### config.mk
export PLATFORM = sky130hd
export DESIGN_NAME = lcd_read_fsm_flat
export DESIGN_NICKNAME = d
export VERILOG_FILES = /design/src/rtl/lcd_read_fsm_if.sv /design/src/rtl/lcd_read_fsm.sv /design/src/flat_wrapper.sv
export SDC_FILE = /design/constraint.sdc
export NUM_CORES = 1
export LEC_CHECK = 0
export CELL_PAD_IN_SITES_DETAIL_PLACEMENT = 1
export CELL_PAD_IN_SITES_GLOBAL_PLACEMENT = 2
export CORE_MARGIN = 3
export CORE_UTILIZATION = 36
export CTS_CLUSTER_DIAMETER = 100
export DETAILED_ROUTE_END_ITERATION = 6
export PLACE_DENSITY_LB_ADDON = 0.15
export SLEW_MARGIN = 40
export SYNTH_ARGS = -nofsm -noshare
export SYNTH_HDL_FRONTEND = slang
export SYNTH_SLANG_ARGS = --single-unit
### constraint.sdc
create_clock -name clk -period 3.63 [get_ports clk]
set_input_delay 0.363 -clock clk [delete_from_list [all_inputs] [get_ports clk]]
set_output_delay 0.363 -clock clk [all_outputs]
set_load 0.03 [all_outputs]
### src/rtl/lcd_read_fsm_if.sv
// Bus bundle between the top-level sequencer and the LCD read engine.
// The slave modport is the engine. The master modport is the sequencer that requests reads.
interface lcd_read_fsm_if;
    logic       ENABLE;
    logic       rs_sel;
    logic [3:0] SF_D_in;
    logic       LCD_E;
    logic       LCD_RS;
    logic       LCD_RW;
    logic       bus_own;
    logic [7:0] read_data;
    logic       busy_flag;
    logic       FSM_done;

    modport slave (
        input  ENABLE, rs_sel, SF_D_in,
        output LCD_E, LCD_RS, LCD_RW, bus_own, read_data, busy_flag, FSM_done
    );

    modport master (
        output ENABLE, rs_sel, SF_D_in,
        input  LCD_E, LCD_RS, LCD_RW, bus_own, read_data, busy_flag, FSM_done
    );
endinterface

### src/rtl/lcd_read_fsm.sv
// Performs one 4-bit HD44780 read (two E pulses, upper nibble first) and returns the byte.
// Every output is a register, so no input reaches an output combinationally.
module lcd_read_fsm #(
    parameter int SETUP_CYC  = 2,
    parameter int E_HIGH_CYC = 12,
    parameter int GAP_CYC    = 50,
    parameter int HOLD_CYC   = 1
) (
    input  logic             clk,
    input  logic             reset,
    lcd_read_fsm_if.slave    bus
);

    typedef enum logic [2:0] {
        IDLE, SETUP, E_UPPER, GAP, E_LOWER, HOLD, DONE
    } state_t;

    localparam logic [15:0] SETUP_LD = 16'(SETUP_CYC - 1);
    localparam logic [15:0] EHIGH_LD = 16'(E_HIGH_CYC - 1);
    localparam logic [15:0] GAP_LD   = 16'(GAP_CYC - 1);
    localparam logic [15:0] HOLD_LD  = 16'(HOLD_CYC - 1);

    state_t      state_q;
    logic [15:0] cnt_q;
    logic        rsLatch_q;
    logic [3:0]  upper_q;
    logic [3:0]  lower_q;
    logic        lcdE_q;
    logic        lcdRs_q;
    logic        lcdRw_q;
    logic        busOwn_q;
    logic [7:0]  readData_q;
    logic        busyFlag_q;
    logic        done_q;

    // The counter is loaded with (length-1) on entry; a state ends on the edge where it reads zero.
    always_ff @(posedge clk) begin
        if (reset) begin
            state_q    <= IDLE;
            cnt_q      <= '0;
            rsLatch_q  <= 1'b0;
            upper_q    <= '0;
            lower_q    <= '0;
            lcdE_q     <= 1'b0;
            lcdRs_q    <= 1'b0;
            lcdRw_q    <= 1'b0;
            busOwn_q   <= 1'b0;
            readData_q <= '0;
            busyFlag_q <= 1'b0;
            done_q     <= 1'b0;
        end else begin
            case (state_q)
                IDLE: begin
                    if (bus.ENABLE) begin
                        rsLatch_q <= bus.rs_sel;
                        lcdRs_q   <= bus.rs_sel;
                        lcdRw_q   <= 1'b1;
                        busOwn_q  <= 1'b1;
                        cnt_q     <= SETUP_LD;
                        state_q   <= SETUP;
                    end
                end
                SETUP: begin
                    if (cnt_q == '0) begin
                        lcdE_q  <= 1'b1;
                        cnt_q   <= EHIGH_LD;
                        state_q <= E_UPPER;
                    end else begin
                        cnt_q <= cnt_q - 16'd1;
                    end
                end
                E_UPPER: begin
                    if (cnt_q == '0) begin
                        upper_q <= bus.SF_D_in;
                        lcdE_q  <= 1'b0;
                        cnt_q   <= GAP_LD;
                        state_q <= GAP;
                    end else begin
                        cnt_q <= cnt_q - 16'd1;
                    end
                end
                GAP: begin
                    if (cnt_q == '0) begin
                        lcdE_q  <= 1'b1;
                        cnt_q   <= EHIGH_LD;
                        state_q <= E_LOWER;
                    end else begin
                        cnt_q <= cnt_q - 16'd1;
                    end
                end
                E_LOWER: begin
                    if (cnt_q == '0) begin
                        lower_q <= bus.SF_D_in;
                        lcdE_q  <= 1'b0;
                        cnt_q   <= HOLD_LD;
                        state_q <= HOLD;
                    end else begin
                        cnt_q <= cnt_q - 16'd1;
                    end
                end
                HOLD: begin
                    if (cnt_q == '0) begin
                        readData_q <= {upper_q, lower_q};
                        busyFlag_q <= ~rsLatch_q & upper_q[3];
                        done_q     <= 1'b1;
                        lcdRs_q    <= 1'b0;
                        lcdRw_q    <= 1'b0;
                        busOwn_q   <= 1'b0;
                        state_q    <= DONE;
                    end else begin
                        cnt_q <= cnt_q - 16'd1;
                    end
                end
                DONE: begin
                    // Holding here until ENABLE drops prevents a level-held request from retriggering.
                    if (!bus.ENABLE) begin
                        done_q  <= 1'b0;
                        state_q <= IDLE;
                    end
                end
                default: begin
                    state_q <= IDLE;
                end
            endcase
        end
    end

    assign bus.LCD_E     = lcdE_q;
    assign bus.LCD_RS    = lcdRs_q;
    assign bus.LCD_RW    = lcdRw_q;
    assign bus.bus_own   = busOwn_q;
    assign bus.read_data = readData_q;
    assign bus.busy_flag = busyFlag_q;
    assign bus.FSM_done  = done_q;

endmodule

### src/flat_wrapper.sv
// flat-port wrapper written by rule: the top's interface ports become plain ports
module lcd_read_fsm_flat 
#(
    parameter int SETUP_CYC  = 2,
    parameter int E_HIGH_CYC = 12,
    parameter int GAP_CYC    = 50,
    parameter int HOLD_CYC   = 1
)
  (clk, reset, bus_ENABLE, bus_rs_sel, bus_SF_D_in, bus_LCD_E, bus_LCD_RS, bus_LCD_RW, bus_bus_own, bus_read_data, bus_busy_flag, bus_FSM_done);
  lcd_read_fsm_if bus_i ();
  input  logic clk;
  input  logic reset;
  input wire logic [$bits(bus_i.ENABLE)-1:0] bus_ENABLE;
  input wire logic [$bits(bus_i.rs_sel)-1:0] bus_rs_sel;
  input wire logic [$bits(bus_i.SF_D_in)-1:0] bus_SF_D_in;
  output wire logic [$bits(bus_i.LCD_E)-1:0] bus_LCD_E;
  output wire logic [$bits(bus_i.LCD_RS)-1:0] bus_LCD_RS;
  output wire logic [$bits(bus_i.LCD_RW)-1:0] bus_LCD_RW;
  output wire logic [$bits(bus_i.bus_own)-1:0] bus_bus_own;
  output wire logic [$bits(bus_i.read_data)-1:0] bus_read_data;
  output wire logic [$bits(bus_i.busy_flag)-1:0] bus_busy_flag;
  output wire logic [$bits(bus_i.FSM_done)-1:0] bus_FSM_done;
  assign bus_i.ENABLE = bus_ENABLE;
  assign bus_i.rs_sel = bus_rs_sel;
  assign bus_i.SF_D_in = bus_SF_D_in;
  assign bus_LCD_E = bus_i.LCD_E;
  assign bus_LCD_RS = bus_i.LCD_RS;
  assign bus_LCD_RW = bus_i.LCD_RW;
  assign bus_bus_own = bus_i.bus_own;
  assign bus_read_data = bus_i.read_data;
  assign bus_busy_flag = bus_i.busy_flag;
  assign bus_FSM_done = bus_i.FSM_done;
  lcd_read_fsm #(.SETUP_CYC(SETUP_CYC), .E_HIGH_CYC(E_HIGH_CYC), .GAP_CYC(GAP_CYC), .HOLD_CYC(HOLD_CYC)) u_core (.clk(clk), .reset(reset), .bus(bus_i));
endmodule
; ---- Word level (Yosys, flattened, before mapping)
; Index checks and enable logic that the tools add are counted.
[op_classes]
addsub = 1
eq_ne = 16
mux = 23
bitwise_logic = 2
reduce_logical = 17
[ops]
columns = op, count
row1 = 16-bit two-way mux, 5
row2 = 16-bit case mux with 5 select lines, 1
row3 = 3-bit two-way mux, 7
row4 = 3-bit case mux with 7 select lines, 1
row5 = 16-bit logical NOT, 1
row6 = 16-bit by 1-bit subtractor with 16-bit output (second input constant), 1
row7 = 2-bit by 1-bit inequality test with 1-bit output (second input constant), 7
row8 = 3-bit AND reduction, 4
row9 = 3-bit equality test (second input constant), 3
row10 = 1-bit case mux with 2 select lines, 4
row11 = 2-bit AND reduction, 4
row12 = 7-bit AND reduction, 1
row13 = 3-bit by 2-bit equality test with 1-bit output (second input constant), 2
row14 = 2-bit inequality test (second input constant), 3
row15 = 2-bit nonzero test, 3
row16 = 1-bit two-way mux, 5
row17 = 5-bit nonzero test, 1
row18 = 2-bit OR reduction, 2
row19 = 3-bit by 1-bit equality test with 1-bit output (second input constant), 1
row20 = 3-bit logical NOT, 1
row21 = 1-bit bitwise AND, 1
row22 = 1-bit inverter, 1
[word_totals]
ff_bits = 41
inputBits = 8
output_inout_bits = 14

; ---- Logic depth before layout (Yosys ltp)
[logic_depth]
word_depth = 4
mapped_depth = 8
depth_no_buf = 7

; ---- Worst setup path before layout
; No wires, ideal clock.
[synth_path]
path_kind = register to register
start = register u_core.cnt_q[0]
end = register u_core.cnt_q[3]
setup_time_ps = 134
t_arrival_ps = 1750
t_required_ps = 3496
path_slack_ps = 1746
stages_incl_launch_ff = 9
n_path_buf = 1
period_less_slack_ps = 1884
path_cell_list = dfxtp_1 inv_1 ha_1 nor4b_2 and4_1 buf_2 nor2_1 a211oi_1 a211oi_1
[synth_between]
elab_chain_cells = 3
word_cells_on_any_way = 9
classes_between = 1 x add/sub / 1 x eq/ne / 5 x mux / 2 x reduce/logical
[synth_rtl]
columns = item, line
row1 = "start, declared", lcd_read_fsm.sv:24  ; logic [15:0] cnt_q;
row2 = "start signal, assigned", lcd_read_fsm.sv:69  ; cnt_q <= cnt_q - 16'd1;
row3 = "start signal, assigned", lcd_read_fsm.sv:79  ; cnt_q <= cnt_q - 16'd1;
row4 = "start signal, assigned", lcd_read_fsm.sv:88  ; cnt_q <= cnt_q - 16'd1;
row5 = 16-bit by 1-bit subtractor with 16-bit output / 16-bit logical NOT (equally long branches), --
row6 = "16-bit two-way mux, or another cell as far along", lcd_read_fsm.sv:102  ; if (cnt_q == '0) begin
row7 = 16-bit case mux with 5 select lines / 3-bit AND reduction (equally long branches), --
; Parallel ways exist; a longest one is shown, timed or not. The select of a mux whose other input is x is not followed.
; A chain may end at the register's enable or synchronous reset.

; ---- Worst setup path after layout
[layout_path]
start = register u_core.cnt_q[0]
end = register u_core.cnt_q[0]
; The elaborated chain is that of the path after synthesis.

==> impl_metrics.csv <==
group,metric,value,unit
clock_tree,postCtsHoldBufs,0,
final_layout,syn_to_final_growth,16.36,%
worst_setup_path,required,3790,ps
die,rows,26,
clock_tree,cts_root_buf,"clkbuf_8",
worst_setup_path,path_max_fanout,13,
final_layout,fill_cells,638,
run,cap_violations,0,
final_layout,nNetsFinal,272,
global_route,grt_pass1_wl,9280,microns
pwr,p_per_area,1012,mW/mm^2
placed_design,io_buffer_count,21,
sta,post-route-period-util,0.6950,
global_route,antenna_found_initial,0,
logic_synthesis,netlist_area,0.002042,sq mm
clock_tree,clk_pin_slew,80,ps
pwr,p_leak,0.0007862,uW
die,pin_count,22,
placed_design,routabilityCongestion,0.7987,
sta,slew_headroom,0.5043,
placed_design,hpwlAfterDp,3718,microns
final_layout,drive_gt1_frac,0.06084,
final_layout,antenna_cells,0,
detailed_routing,dr_total_vias,1859,
worst_setup_path,slowest_delay,580,ps
logic_synthesis,syn_area_per_cell,8.135,sq um
worst_setup_path,rr_startpoint,"u_core.cnt_q[0]",
worst_setup_path,slowest_stage,"and4_1",
sta,rsz0062_at_grt,"false",
min_path,hp-class,"register to register",
logic_synthesis,synth_warnings,0,
final_layout,ff_latch_area,820.8,sq um
detailed_routing,drtPass1Iterations,4,
worst_setup_path,end_kind,"register",
detailed_routing,wire_per_inst,16.24,microns
sta,hold_viol_final,0,
pwr,power,2404,uW
clock_tree,cts-resized-gates,0,
logic_synthesis,synth_nets,260,
outcome,status,"completed",
clock_tree,cts_setup_buffers,0,
logic_synthesis,ys_async_sr_fraction,0,
logic_synthesis,synth_top_flop_cell,"dfxtp_1",
global_route,overflow,0,
logic_synthesis,ys_ff_latch,41,
detailed_routing,drc,0,
worst_setup_path,cp-start-kind,"register",
clock_tree,cts.path.max_buffers,2,
logic_synthesis,ys_types,48,
clock_tree,clk_latency,290,ps
sta,max_freq,396.4,MHz
clock_tree,h-tree-depth,2,
die,coreArea,0.005303,sq mm
worst_setup_path,cp.arrival,2680,ps
global_route,grt_pass1_vias,1863,
sta,maxSlewViolCount,0,
detailed_routing,ant_nets,0,
clock_tree,cts_sinks,41,
die,die-height,81.32,microns
clock_tree,numCtsBuffers,5,
die,die_x,81.32,microns
logic_synthesis,synth-seq-area-share,0.4020,
detailed_routing,drtIter0Drc,73,
global_route,grt_max_degree,42,
die,dieArea,0.006612,sq mm
global_route,globalRouteTotalUtil,0.1792,
detailed_routing,wirelength,5408,microns
final_layout,multi_input_area,0.001124,sq mm
sta,worst_pin_slew,735.8,ps
pwr,vdd_drop_max,0.4018,mV
logic_synthesis,synth_edf_count,0,
sta,fin_crit,2523,ps
sta,finalSetupTns,0,ps
die,initial_core_util,0.3851,
clock_tree,tritoncts,"built",
min_path,min-delay-start,"u_core.bus.read_data[7]",
worst_setup_path,crit_chain,"inv_1, ha_1, nor4b_2, and4_1, a31oi_1, o22ai_1, nor3_1",
sta,finalHoldWorstSlack,453.3,ps
sta,setup_viol,0,
detailed_routing,drt-vias-per-instance,5.583,
sta,finClkSkew,5.130,ps
worst_setup_path,critPathKind,"register to register",
worst_setup_path,crit_start,"u_core.cnt_q[0]",
logic_synthesis,synthCells,251,
worst max-delay path, delay by kind of cell, from the launching register on:
kind            cells  cell delay (ps)
simple gates        3             1010
flops               1              350
compound gates      2              640
fa+ha+maj           1              330
buf+inv             1               70
metal layers:
layer | GRT usage | vias to the layer above | wire length, microns
met4 | 0.04730 | 0 | 48
met3 | 0.03215 | 5 | 127
met1 | 0.2663 | 889 | 2875
li1 | - | 944 | -
met5 | 0 | - | 0
met2 | 0.2638 | 21 | 2355
cells in the final DEF, fill, tap and decap left out, types with 4 or more instances in the layout:
cell	count
dfxtp_1	41
nand2_1	34
a21oi_1	34
nor2_1	22
clkdlybuf4s50_1	21
nor3_1	11
mux2i_1	10
o21ai_0	7
or3_1	6
a31oi_1	6
inv_1	5
a311oi_1	5
clkbuf_8	5
a211oi_1	4
nand3_1	4
o211ai_1	4
cell families (layout without fill, tap and decap cells):
group,count (synthesis),in the layout,synth area share
AO/OA/AOI/OAI,76,76,0.2365
AND/OR/NAND/NOR,99,99,0.2543
adder cells (fa/ha/maj),1,1,0.006126
flip-flops,41,41,0.4020
multiplexers,10,10,0.04902
XOR/XNOR,1,1,0.004290
buffers and inverters,23,35,0.04779
flip-flops by register name, summed over array words and instances (netlist names), 3 cells and up:
register,count
u_core.lower_q,4
u_core.cnt_q,16
u_core.bus.read_data,8
u_core.state_q,3
u_core.upper_q,4
worst paths after layout:
path,endpoint,slack (ps),cells after the start
hold / removal,u_core.bus.read_data[7],450,2
setup reg to reg,u_core.cnt_q[0],1110,7
setup / recovery,u_core.cnt_q[0],1110,7
hold reg to reg,u_core.bus.read_data[7],450,2
per-stage QoR:
stage | cells | setup slack (ps) | utilization | instance area, sq um
after global routing | 333 | 864.4 | 0.4481 | 2376
after CTS | 333 | 1133 | 0.4481 | 2376
after global placement | 326 | 1191 | 0.4285 | 2272
after detailed placement | 326 | 1152 | 0.4285 | 2272
after floorplan | 251 | 1746 | - | 2042
final | 333 | 1107 | 0.4481 | 2376
cell type report:
cell class                      instances  area share
Clock buffer                            5     0.02896
Clock inverter                          2     0.01474
Inverter                                6    0.009479
Multi-Input combinational cell        187      0.4729
Sequential cell                        41      0.3454
Tap cell                               70     0.03686
Timing Repair Buffer                   22     0.09163
power breakdown:
part,internal [uW],leakage [uW],switching (uW),total (uW)
registers,554,0.000333,181,735
logic,467,0.000399,845,1310
clock network,200,0.0000540,157,357
total,1220,0.000786,1180,2400
synth_stat cells (2+ instances only):
master | instances | area [sq um]
clkbuf_1 | 11 | 41.29
buf_4 | 2 | 15.01
mux2i_1 | 10 | 100.1
a41oi_1 | 2 | 17.52
nand3b_1 | 2 | 15.01
inv_1 | 5 | 18.77
nand3_1 | 4 | 20.02
o311ai_0 | 2 | 17.52
nand2_1 | 34 | 127.6
and4_1 | 2 | 17.52
nor4_1 | 2 | 12.51
o22ai_1 | 3 | 18.77
a21o_1 | 2 | 15.01
a211oi_1 | 4 | 30.03
a311oi_1 | 5 | 43.79
o21ai_0 | 7 | 35.03
nor3_1 | 11 | 55.05
a31oi_1 | 6 | 37.54
dfxtp_1 | 41 | 820.8
nand2b_1 | 2 | 12.51
nor2_1 | 22 | 82.58
nand4_1 | 3 | 18.77
or3_1 | 6 | 37.54
o211ai_1 | 4 | 30.03
buf_2 | 3 | 15.01
a21oi_1 | 34 | 170.2
Note: power is estimated with default switching activity, not from simulation.
